$ cat src/rtl/cpu_pkg.sv
// Shared opcode constants, controller state encoding and control-word layout
// for the CPU controller and the ALU.
package cpu_pkg;

   localparam int unsigned OP_W    = 3;
   localparam int unsigned STATE_W = 4;
   localparam int unsigned PHASE_W = 3;

   localparam logic [OP_W-1:0] OP_HLT = 3'b000;
   localparam logic [OP_W-1:0] OP_SKZ = 3'b001;
   localparam logic [OP_W-1:0] OP_ADD = 3'b010;
   localparam logic [OP_W-1:0] OP_AND = 3'b011;
   localparam logic [OP_W-1:0] OP_XOR = 3'b100;
   localparam logic [OP_W-1:0] OP_LDA = 3'b101;
   localparam logic [OP_W-1:0] OP_STO = 3'b110;
   localparam logic [OP_W-1:0] OP_JMP = 3'b111;

   // S0..S7 encode their own phase index in the low bits
   typedef enum logic [STATE_W-1:0] {
      ST_S0   = 4'd0,  // INST_ADDR
      ST_S1   = 4'd1,  // INST_FETCH
      ST_S2   = 4'd2,  // INST_LOAD
      ST_S3   = 4'd3,  // IDLE
      ST_S4   = 4'd4,  // OP_ADDR
      ST_S5   = 4'd5,  // OP_FETCH
      ST_S6   = 4'd6,  // ALU_OP
      ST_S7   = 4'd7,  // STORE
      ST_HALT = 4'd8
   } state_t;

   // Control strobes produced by the decoder
   typedef struct packed {
      logic sel;
      logic rd;
      logic ld_ir;
      logic inc_pc;
      logic ld_pc;
      logic ld_ac;
      logic data_e;
      logic wr;
      logic halt;
   } ctrl_t;

   // Opcodes whose result is produced by the ALU and loaded into the accumulator
   function automatic logic is_aluop(input logic [OP_W-1:0] op);
      return (op == OP_ADD) || (op == OP_AND) || (op == OP_XOR) || (op == OP_LDA);
   endfunction

endpackage

$ cat src/rtl/cpu_ctrl_decode.sv
// Combinational decode of controller state, opcode and zero flag into strobes.
module cpu_ctrl_decode
   import cpu_pkg::*;
(
   input  state_t          state_i,
   input  logic [OP_W-1:0] opcode_i,
   input  logic            zero_i,
   output ctrl_t           ctrl_o
);

   logic alu_op;
   logic skip_c;
   logic is_jmp;
   logic is_sto;

   assign alu_op = is_aluop(opcode_i);
   assign skip_c = (opcode_i == OP_SKZ) && zero_i;
   assign is_jmp = (opcode_i == OP_JMP);
   assign is_sto = (opcode_i == OP_STO);

   // Per-state strobe table; anything not set stays low
   always_comb begin
      ctrl_o = '0;
      case (state_i)
         ST_S0: begin
            ctrl_o.sel = 1'b1;
         end
         ST_S1: begin
            ctrl_o.sel = 1'b1;
            ctrl_o.rd  = 1'b1;
         end
         ST_S2, ST_S3: begin
            ctrl_o.sel   = 1'b1;
            ctrl_o.rd    = 1'b1;
            ctrl_o.ld_ir = 1'b1;
         end
         ST_S4: begin
            ctrl_o.inc_pc = 1'b1;
            ctrl_o.halt   = (opcode_i == OP_HLT);
         end
         ST_S5: begin
            ctrl_o.rd = alu_op;
         end
         ST_S6: begin
            ctrl_o.rd     = alu_op;
            ctrl_o.inc_pc = skip_c;
            ctrl_o.ld_pc  = is_jmp;
            ctrl_o.data_e = is_sto;
         end
         ST_S7: begin
            ctrl_o.rd     = alu_op;
            ctrl_o.ld_ac  = alu_op;
            ctrl_o.inc_pc = skip_c;
            ctrl_o.ld_pc  = is_jmp;
            ctrl_o.wr     = is_sto;
            ctrl_o.data_e = is_sto;
         end
         ST_HALT: begin
            ctrl_o.halt = 1'b1;
         end
         default: begin
            ctrl_o = '0;
         end
      endcase
   end

endmodule

$ cat src/rtl/cpu_controller.sv
// Eight-phase instruction sequencer for the simple accumulator CPU.
// Optional single-step hold in S7 is enabled by defining CPU_CTRL_STEP_EN.
module cpu_controller
   import cpu_pkg::*;
#(
   parameter int unsigned OPCODE_W = 3
) (
   input  logic                clk,
   input  logic                rst_n,
   input  logic [OPCODE_W-1:0] opcode,
   input  logic                zero,
`ifdef CPU_CTRL_STEP_EN
   input  logic                step,
`endif
   output logic                sel,
   output logic                rd,
   output logic                ld_ir,
   output logic                inc_pc,
   output logic                ld_pc,
   output logic                ld_ac,
   output logic                data_e,
   output logic                wr,
   output logic                halt,
   output logic [OPCODE_W-1:0] alu_op,
   output logic [PHASE_W-1:0]  phase
);

   state_t state_q;
   ctrl_t  ctrl;
   logic   one_shot_mask;

`ifdef CPU_CTRL_STEP_EN
   logic   held_q;

   // Phase sequencer; S7 waits for step, HALT is left only by reset
   always_ff @(posedge clk or negedge rst_n) begin
      if (!rst_n) begin
         state_q <= ST_S0;
         held_q  <= 1'b0;
      end else begin
         held_q <= 1'b0;
         case (state_q)
            ST_S4:   state_q <= (3'(opcode) == OP_HLT) ? ST_HALT : ST_S5;
            ST_S7: begin
               if (step) begin
                  state_q <= ST_S0;
               end else begin
                  held_q  <= 1'b1;
               end
            end
            ST_HALT: state_q <= ST_HALT;
            default: state_q <= state_t'(state_q + 4'd1);
         endcase
      end
   end

   // Strobes that change machine state fire only in the first S7 cycle
   assign one_shot_mask = held_q;
`else
   // Phase sequencer; HALT is left only by reset
   always_ff @(posedge clk or negedge rst_n) begin
      if (!rst_n) begin
         state_q <= ST_S0;
      end else begin
         case (state_q)
            ST_S4:   state_q <= (3'(opcode) == OP_HLT) ? ST_HALT : ST_S5;
            ST_S7:   state_q <= ST_S0;
            ST_HALT: state_q <= ST_HALT;
            default: state_q <= state_t'(state_q + 4'd1);
         endcase
      end
   end

   assign one_shot_mask = 1'b0;
`endif

   cpu_ctrl_decode u_decode (
      .state_i  (state_q),
      .opcode_i (3'(opcode)),
      .zero_i   (zero),
      .ctrl_o   (ctrl)
   );

   assign sel    = ctrl.sel;
   assign rd     = ctrl.rd;
   assign ld_ir  = ctrl.ld_ir;
   assign data_e = ctrl.data_e;
   assign halt   = ctrl.halt;
   assign inc_pc = ctrl.inc_pc & ~one_shot_mask;
   assign ld_pc  = ctrl.ld_pc  & ~one_shot_mask;
   assign ld_ac  = ctrl.ld_ac  & ~one_shot_mask;
   assign wr     = ctrl.wr     & ~one_shot_mask;
   assign alu_op = opcode;
   assign phase  = (state_q == ST_HALT) ? '0 : PHASE_W'(state_q);

endmodule
$ cat config.mk
export PLATFORM = sky130hd
export DESIGN_NAME = cpu_controller
export DESIGN_NICKNAME = d
export VERILOG_FILES = /design/src/rtl/cpu_pkg.sv /design/src/rtl/cpu_ctrl_decode.sv /design/src/rtl/cpu_controller.sv
export SDC_FILE = /design/constraint.sdc
export NUM_CORES = 1
export LEC_CHECK = 0
export ABC_CLOCK_PERIOD_IN_PS = 4300
export BUFFER_PORTS_ARGS = -buffer_cell sky130_fd_sc_hd__buf_4
export CORE_AREA = 5 5 42 44
export CTS_CLUSTER_DIAMETER = 120
export DETAILED_ROUTE_END_ITERATION = 6
export DIE_AREA = 0 0 47 49
export GPL_TIMING_DRIVEN = 0
export MAX_ROUTING_LAYER = met4
export PLACE_DENSITY = 0.64
export SETUP_SLACK_MARGIN = 0.1
export SLEW_MARGIN = 10
export SYNTH_ARGS = -nofsm -noshare
export SYNTH_HDL_FRONTEND = slang
export SYNTH_HIERARCHICAL = 1
export SYNTH_SLANG_ARGS = --single-unit
export TNS_END_PERCENT = 20
$ cat constraint.sdc
create_clock -name clk -period 4.3 [get_ports clk]
set_clock_uncertainty 0.15 [all_clocks]
set_input_delay 0.215 -clock clk [delete_from_list [all_inputs] [get_ports clk]]
set_output_delay 0.215 -clock clk [all_outputs]
set_load 0.005 [all_outputs]
==> results.sh, run 1 <==
export IMPL_finalNonFillerCells=97
export IMPL_cts_sinks=4
export IMPL_rsz0062_at_grt="no"
export IMPL_htree_num_levels=1
export IMPL_area_growth_pct=46.0
export IMPL_routed_wirelength_um=1100
export IMPL_fillers=148
export IMPL_grt_pass1_wl_um=1660
export IMPL_hpwl_um=798
export IMPL_internal_power_mw=0.215
export IMPL_grt_pass1_vias=421
export IMPL_ys_warn_count=6
export IMPL_p_switching_mw=0.171
export IMPL_layout_commonest_cell="buf_4"
export IMPL_p_comb_frac=0.570
export IMPL_synth_area_um2=440
export IMPL_power_frac_seq=0.313
export IMPL_top_register="state_q"
export IMPL_grt_use_met1=0.109
export IMPL_power_density_mw_per_mm2=600
export IMPL_cts_buffers=3
export IMPL_cp_arrival_ns=1.65
export IMPL_layout_common_cells="buf_4 (23), inv_1 (5), nor3_1 (5)"
export IMPL_start_kind="flop"
export IMPL_netlist_instances=57
export IMPL_finalWeightedCongestion=0.734
export IMPL_yosysSeqAreaShare=0.227
export IMPL_hold_class="in2async"
export IMPL_drv_slew=0
export IMPL_fmax_mhz=496
export IMPL_synth_cell_types=27
export IMPL_tns_ns=0
export IMPL_crit_path_end_kind="primary output"
export IMPL_grt_overflow=0
export IMPL_ant_nets=0
export IMPL_period_minus_slack_ns=2.02
export IMPL_power_mw=0.386
export IMPL_met2_usage=0.161
export IMPL_rows=14
export IMPL_hold_viol_final=0
export IMPL_die_y_um=49
export IMPL_critPathKind="reg2out"
export IMPL_diodes=0
export IMPL_worst_slew_pin_slew_ns=0.438
export IMPL_root_buffer="clkbuf_4"
export IMPL_nets=91
export IMPL_crit_path_max_incr_delay_ns=0.49
export IMPL_cp_slowest_cell="dfrtp_1"
export IMPL_setup_viol=0
export IMPL_period_share=0.469
export IMPL_regArea_um2=100
export IMPL_reg2reg_depth=6
export IMPL_ys_ff_latch=4
export IMPL_cap_violations=0
export IMPL_cts_setup_buffers=0
export IMPL_clk_pin_slew_ns=0.04
export IMPL_clk_path_buf_depth=2
export IMPL_grt_start_max_net_pins=16
export IMPL_die_area_mm2=0.00230
export IMPL_cts_tree="built"
export IMPL_io_buffers=20
export IMPL_antenna_found_initial=0
export IMPL_clock_latency_ns=0.23
export IMPL_cp_required_ns=3.93
export IMPL_ios=21
export IMPL_synth_nets=65
export IMPL_path_cells="inv_1, ha_1, clkbuf_1, nand3b_1, and2_1, buf_4"
export IMPL_globalRoute_busiestLayer="met2"
export IMPL_drive_gt1_frac=0.358
export IMPL_core_mm2=0.00140
export IMPL_start_util=0.314
export IMPL_final_area_um2=643
export IMPL_drc=0
export IMPL_max_slew_margin=0.708
export IMPL_dr_total_vias=480
export IMPL_switching_share=0.444
export IMPL_die_w_um=47
export IMPL_ir_worst_vdd_uv=316
export IMPL_reg_largest_list="state_q (4)"
export IMPL_crit_path_max_fanout=11
export IMPL_firstDrtPassIters=4
export IMPL_met3_usage=0.0111
export IMPL_leakage_nw=0.305
export IMPL_avgRoutedWirePerCell_um=11.3
export IMPL_avgSynthCellArea_um2=7.73
export IMPL_largest_reg_flops=4
export IMPL_multiInputGateArea_um2=292
export IMPL_ff2ff_setup_slack_ns=2.63
export IMPL_track_usage=0.0957
export IMPL_p_clk_frac=0.117
export IMPL_dp_cells=93
export IMPL_outcome="finished clean"
export IMPL_place_area_um2=611
export IMPL_avgViaCountPerCell=4.95
export IMPL_drtIter0Drc=3
path summary, 6_finish.rpt:
path	start	to
setup / recovery	state_q[0]$_DFF_PN0_	phase[1]
max in group asynchronous	rst_n	state_q[2]$_DFF_PN0_
min in group clk	opcode[2]	state_q[3]$_DFF_PN0_
hold reg to reg	state_q[3]$_DFF_PN0_	state_q[3]$_DFF_PN0_
hold / removal	rst_n	state_q[0]$_DFF_PN0_
setup reg to reg	state_q[0]$_DFF_PN0_	state_q[3]$_DFF_PN0_
layout make-up:
| class | instances | share of cell area |
|---|---|---|
| inverters | 5 | 0.0292 |
| multi-input cells | 43 | 0.453 |
| clock buffers | 3 | 0.0350 |
| well taps | 16 | 0.0311 |
| flip-flops and latches | 4 | 0.156 |
| repair buffers | 21 | 0.249 |
| plain buffers | 5 | 0.0467 |
cells in the mapped netlist, drive strengths merged:
cell type,count,area (um^2)
a211oi,1,7.51
a21oi,2,10.0
a32oi,1,8.76
a41o,1,10.0
and2,3,18.8
and3b,1,8.76
buf,3,22.5
clkbuf,2,7.51
dfrtp,4,100
ha,2,25.0
inv,5,18.8
nand2,4,15.0
nand2b,2,12.5
nand3,2,10.0
nand3b,1,7.51
nand4b,1,8.76
nor2,4,15.0
nor3,5,25.0
nor4,1,6.26
nor4b,2,23.8
o21ai,4,20.0
o31ai,1,12.5
or3,1,11.3
or4,1,7.51
or4b,1,10.0
xnor2,2,17.5
metal layers:
layer | vias to the layer above | wire length, um
li1 | 249 | -
met1 | 218 | 460
met3 | 0 | 95
met5 | - | 0
met4 | 0 | 0
met2 | 13 | 542
per-stage QoR:
stage,setup WS (ns),hold WS [ns],util
2_1_floorplan,2.77,-0.231,-
3_3_place_gp,2.54,-0.139,0.436
3_5_place_dp,2.52,-0.139,0.436
4_1_cts,2.27,0.155,0.459
5_1_grt,2.12,0.175,0.459
6_report,2.28,0.171,0.459
power by group through the flow:
stage                     Clock, mW  Combinational, mW  Sequential (mW)
after floorplan                   0              0.136            0.101
final                        0.0450              0.220            0.121
after global routing         0.0515              0.249            0.126
after global placement            0              0.220            0.119
after detailed placement          0              0.223            0.120
after CTS                    0.0474              0.225            0.119
cells by family after synthesis:
logic type | after synthesis | share of synthesized area
DFF | 4 | 0.227
AOI/OAI and AO/OA | 10 | 0.156
xor gates and xnor gates | 2 | 0.0398
adders and majority gates | 2 | 0.0568
buffers and inverters | 10 | 0.111
and+or+nand+nor | 29 | 0.409
repair_timing:
item | 4_1_cts | 5_1_grt
resized for setup | 0 | 0
hold buffers | 1 | 0
endpoints found under the hold margin | 4 | 0
worst max-delay path, delay by kind of cell (launching register included):
kind                       cells  cell delay [ns]
buffers and inverters          3             0.50
DFF                            1             0.49
and+or+nand+nor                2             0.29
adders and majority gates      1             0.14
Power figures use the tool's default switching activity.
==> run 2, diff against run 1 <==
ABC_CLOCK_PERIOD_IN_PS = 2040   (was 4300)
clock period = 2.04 ns   (was 4.3 ns; I/O delays follow)
==> run 2 against run 1 <==
  * Non-clock buffer count is the same
  * First-iteration DRC count is the same
  * Clock power grew 110%
  * Die area is the same
  * Critical path depth shrank 3
  * Core utilization grew 0.089 points
  * Via count is the same
  * Critical endpoint is now halt
==> results.sh, run 2 (same netlist as run 1, synthesis figures left out) <==
export IMPL_outcome="finished clean"
export IMPL_cp_required_ns=1.79
export IMPL_finalWeightedCongestion=0.734
export IMPL_firstDrtPassIters=4
export IMPL_tns_ns=0
export IMPL_clk_pin_slew_ns=0.04
export IMPL_clock_latency_ns=0.23
export IMPL_ir_worst_vdd_uv=664
export IMPL_clk_path_buf_depth=2
export IMPL_cts_sinks=4
export IMPL_critPathTopFamily="simple AND/OR/NAND/NOR gates"
export IMPL_htree_num_levels=1
export IMPL_ios=21
export IMPL_rr_startpoint="state_q[0]$_DFF_PN0_"
export IMPL_root_buffer="clkbuf_4"
export IMPL_p_switching_mw=0.358
export IMPL_drv_slew=0
export IMPL_grt_pass1_wl_um=1660
export IMPL_crit_path_end_kind="primary output"
export IMPL_track_usage=0.0957
export IMPL_cts_tree="built"
export IMPL_finalNonFillerCells=97
export IMPL_die_y_um=49
export IMPL_top_register="state_q"
export IMPL_worst_slew_pin_slew_ns=0.427
export IMPL_start_kind="flop"
export IMPL_largest_reg_flops=4
export IMPL_die_w_um=47
export IMPL_cts_buffers=3
export IMPL_grt_overflow=0
export IMPL_cp_arrival_ns=1.61
export IMPL_drive_gt1_frac=0.370
export IMPL_power_density_mw_per_mm2=1260
export IMPL_area_growth_pct=46.3
export IMPL_layout_commonest_cell="buf_4"
export IMPL_routed_wirelength_um=1090
export IMPL_power_frac_seq=0.311
export IMPL_hold_class="in2async"
export IMPL_rsz0062_at_grt="no"
export IMPL_antenna_found_initial=0
export IMPL_drtIter0Drc=3
export IMPL_setup_viol=0
export IMPL_cp_num_buf_inv=1
export IMPL_crit_start="state_q[0]$_DFF_PN0_"
export IMPL_rows=14
export IMPL_crit_path_max_incr_delay_ns=0.55
export IMPL_die_area_mm2=0.00230
export IMPL_hold_viol_final=0
export IMPL_dp_cells=93
export IMPL_period_minus_slack_ns=1.86
export IMPL_path_cells="or4_1, o31ai_2, buf_4"
export IMPL_avgRoutedWirePerCell_um=11.2
export IMPL_ant_nets=0
export IMPL_cap_violations=0
export IMPL_start_util=0.314
export IMPL_core_mm2=0.00140
export IMPL_reg_largest_list="state_q (4)"
export IMPL_leakage_nw=0.309
export IMPL_avgViaCountPerCell=4.95
export IMPL_hpwl_um=798
export IMPL_crit_path_max_fanout=11
export IMPL_drc=0
export IMPL_diodes=0
export IMPL_cp_slowest_cell="or4_1"
export IMPL_period_share=0.911
export IMPL_grt_pass1_vias=421
export IMPL_grt_start_max_net_pins=16
export IMPL_nets=91
export IMPL_whs_ns=0.0583
export IMPL_internal_power_mw=0.455
export IMPL_dr_total_vias=480
export IMPL_switching_share=0.440
export IMPL_layout_common_cells="buf_4 (23), inv_1 (5), nor3_1 (5)"
export IMPL_p_clk_frac=0.117
export IMPL_p_comb_frac=0.572
export IMPL_fmax_mhz=538
export IMPL_io_buffers=20
export IMPL_critPathKind="reg2out"
export IMPL_max_slew_margin=0.715
[run 2: cell counts in the layout (fill, tap and decap cells not counted)]
Identical to the previous run, type by type.
[run 2: layout make-up]
| cell class | instances | area (um^2) |
|---|---|---|
| fillers | 148 | 757 |
| multi-input cells | 43 | 292 |
| repair buffers | 21 | 160 |
| flip-flops and latches | 4 | 100 |
| plain buffers | 5 | 31.3 |
| clock buffers | 3 | 22.5 |
| well taps | 16 | 20.0 |
| inverters | 5 | 18.8 |
[run 2: timing repair]
item / in CTS / in global routing
hold endpoints to repair: 4 / 0
resized for setup: 0 / 2
hold buffers: 1 / 0
setup buffers: 0 / 0
endpoints found under the setup margin: 0 / 2
[run 2: worst reg2reg max path, stage by stage (launching register included)]
cell and delay [ns]:
dfrtp_1 0.53, inv_1 0.11, ha_1 0.20, clkbuf_2 0.15
nor2_1 0.12, a32oi_1 0.10, o21ai_0 0.19
[run 2: stage by stage]
| step | setup slack (ns) | utilization | cell area, um^2 | power (mW) |
|---|---|---|---|---|
| after floorplan | 0.580 | - | 440 | 0.500 |
| after global placement | 0.395 | 0.436 | 611 | 0.714 |
| after detailed placement | 0.362 | 0.436 | 611 | 0.723 |
| after CTS | 0.121 | 0.459 | 643 | 0.825 |
| after global routing | 0.102 | 0.460 | 644 | 0.902 |
| final | 0.182 | 0.460 | 644 | 0.813 |
[run 2: worst paths after layout]
path,slack [ns],end,depth (start not counted)
max in group asynchronous,1.59,state_q[2]$_DFF_PN0_,2
min in group clk,0.18,state_q[3]$_DFF_PN0_,4
hold reg to reg,0.60,state_q[3]$_DFF_PN0_,2
hold / removal,0.06,state_q[0]$_DFF_PN0_,2
setup reg to reg,0.41,state_q[3]$_DFF_PN0_,6
setup / recovery,0.18,halt,3
[run 2: routing by layer]
| metal | GRT usage | wire (um) | vias to the layer above | share of wire |
|---|---|---|---|---|
| li1 | - | - | 250 | - |
| met1 | 0.109 | 448 | 217 | 0.41 |
| met2 | 0.161 | 541 | 13 | 0.50 |
| met3 | 0.0111 | 95 | 0 | 0.088 |
| met4 | 0.0415 | 0 | 0 | 0 |
| met5 | - | 0 | - | 0 |
[run 2: power by group through the flow]
stage	Combinational, mW	Sequential (mW)	Clock [mW]
5_1_grt	0.528	0.265	0.109
3_3_place_gp	0.464	0.251	0
3_5_place_dp	0.471	0.252	0
6_report	0.465	0.253	0.0948
2_1_floorplan	0.287	0.213	0
4_1_cts	0.474	0.251	0.0999
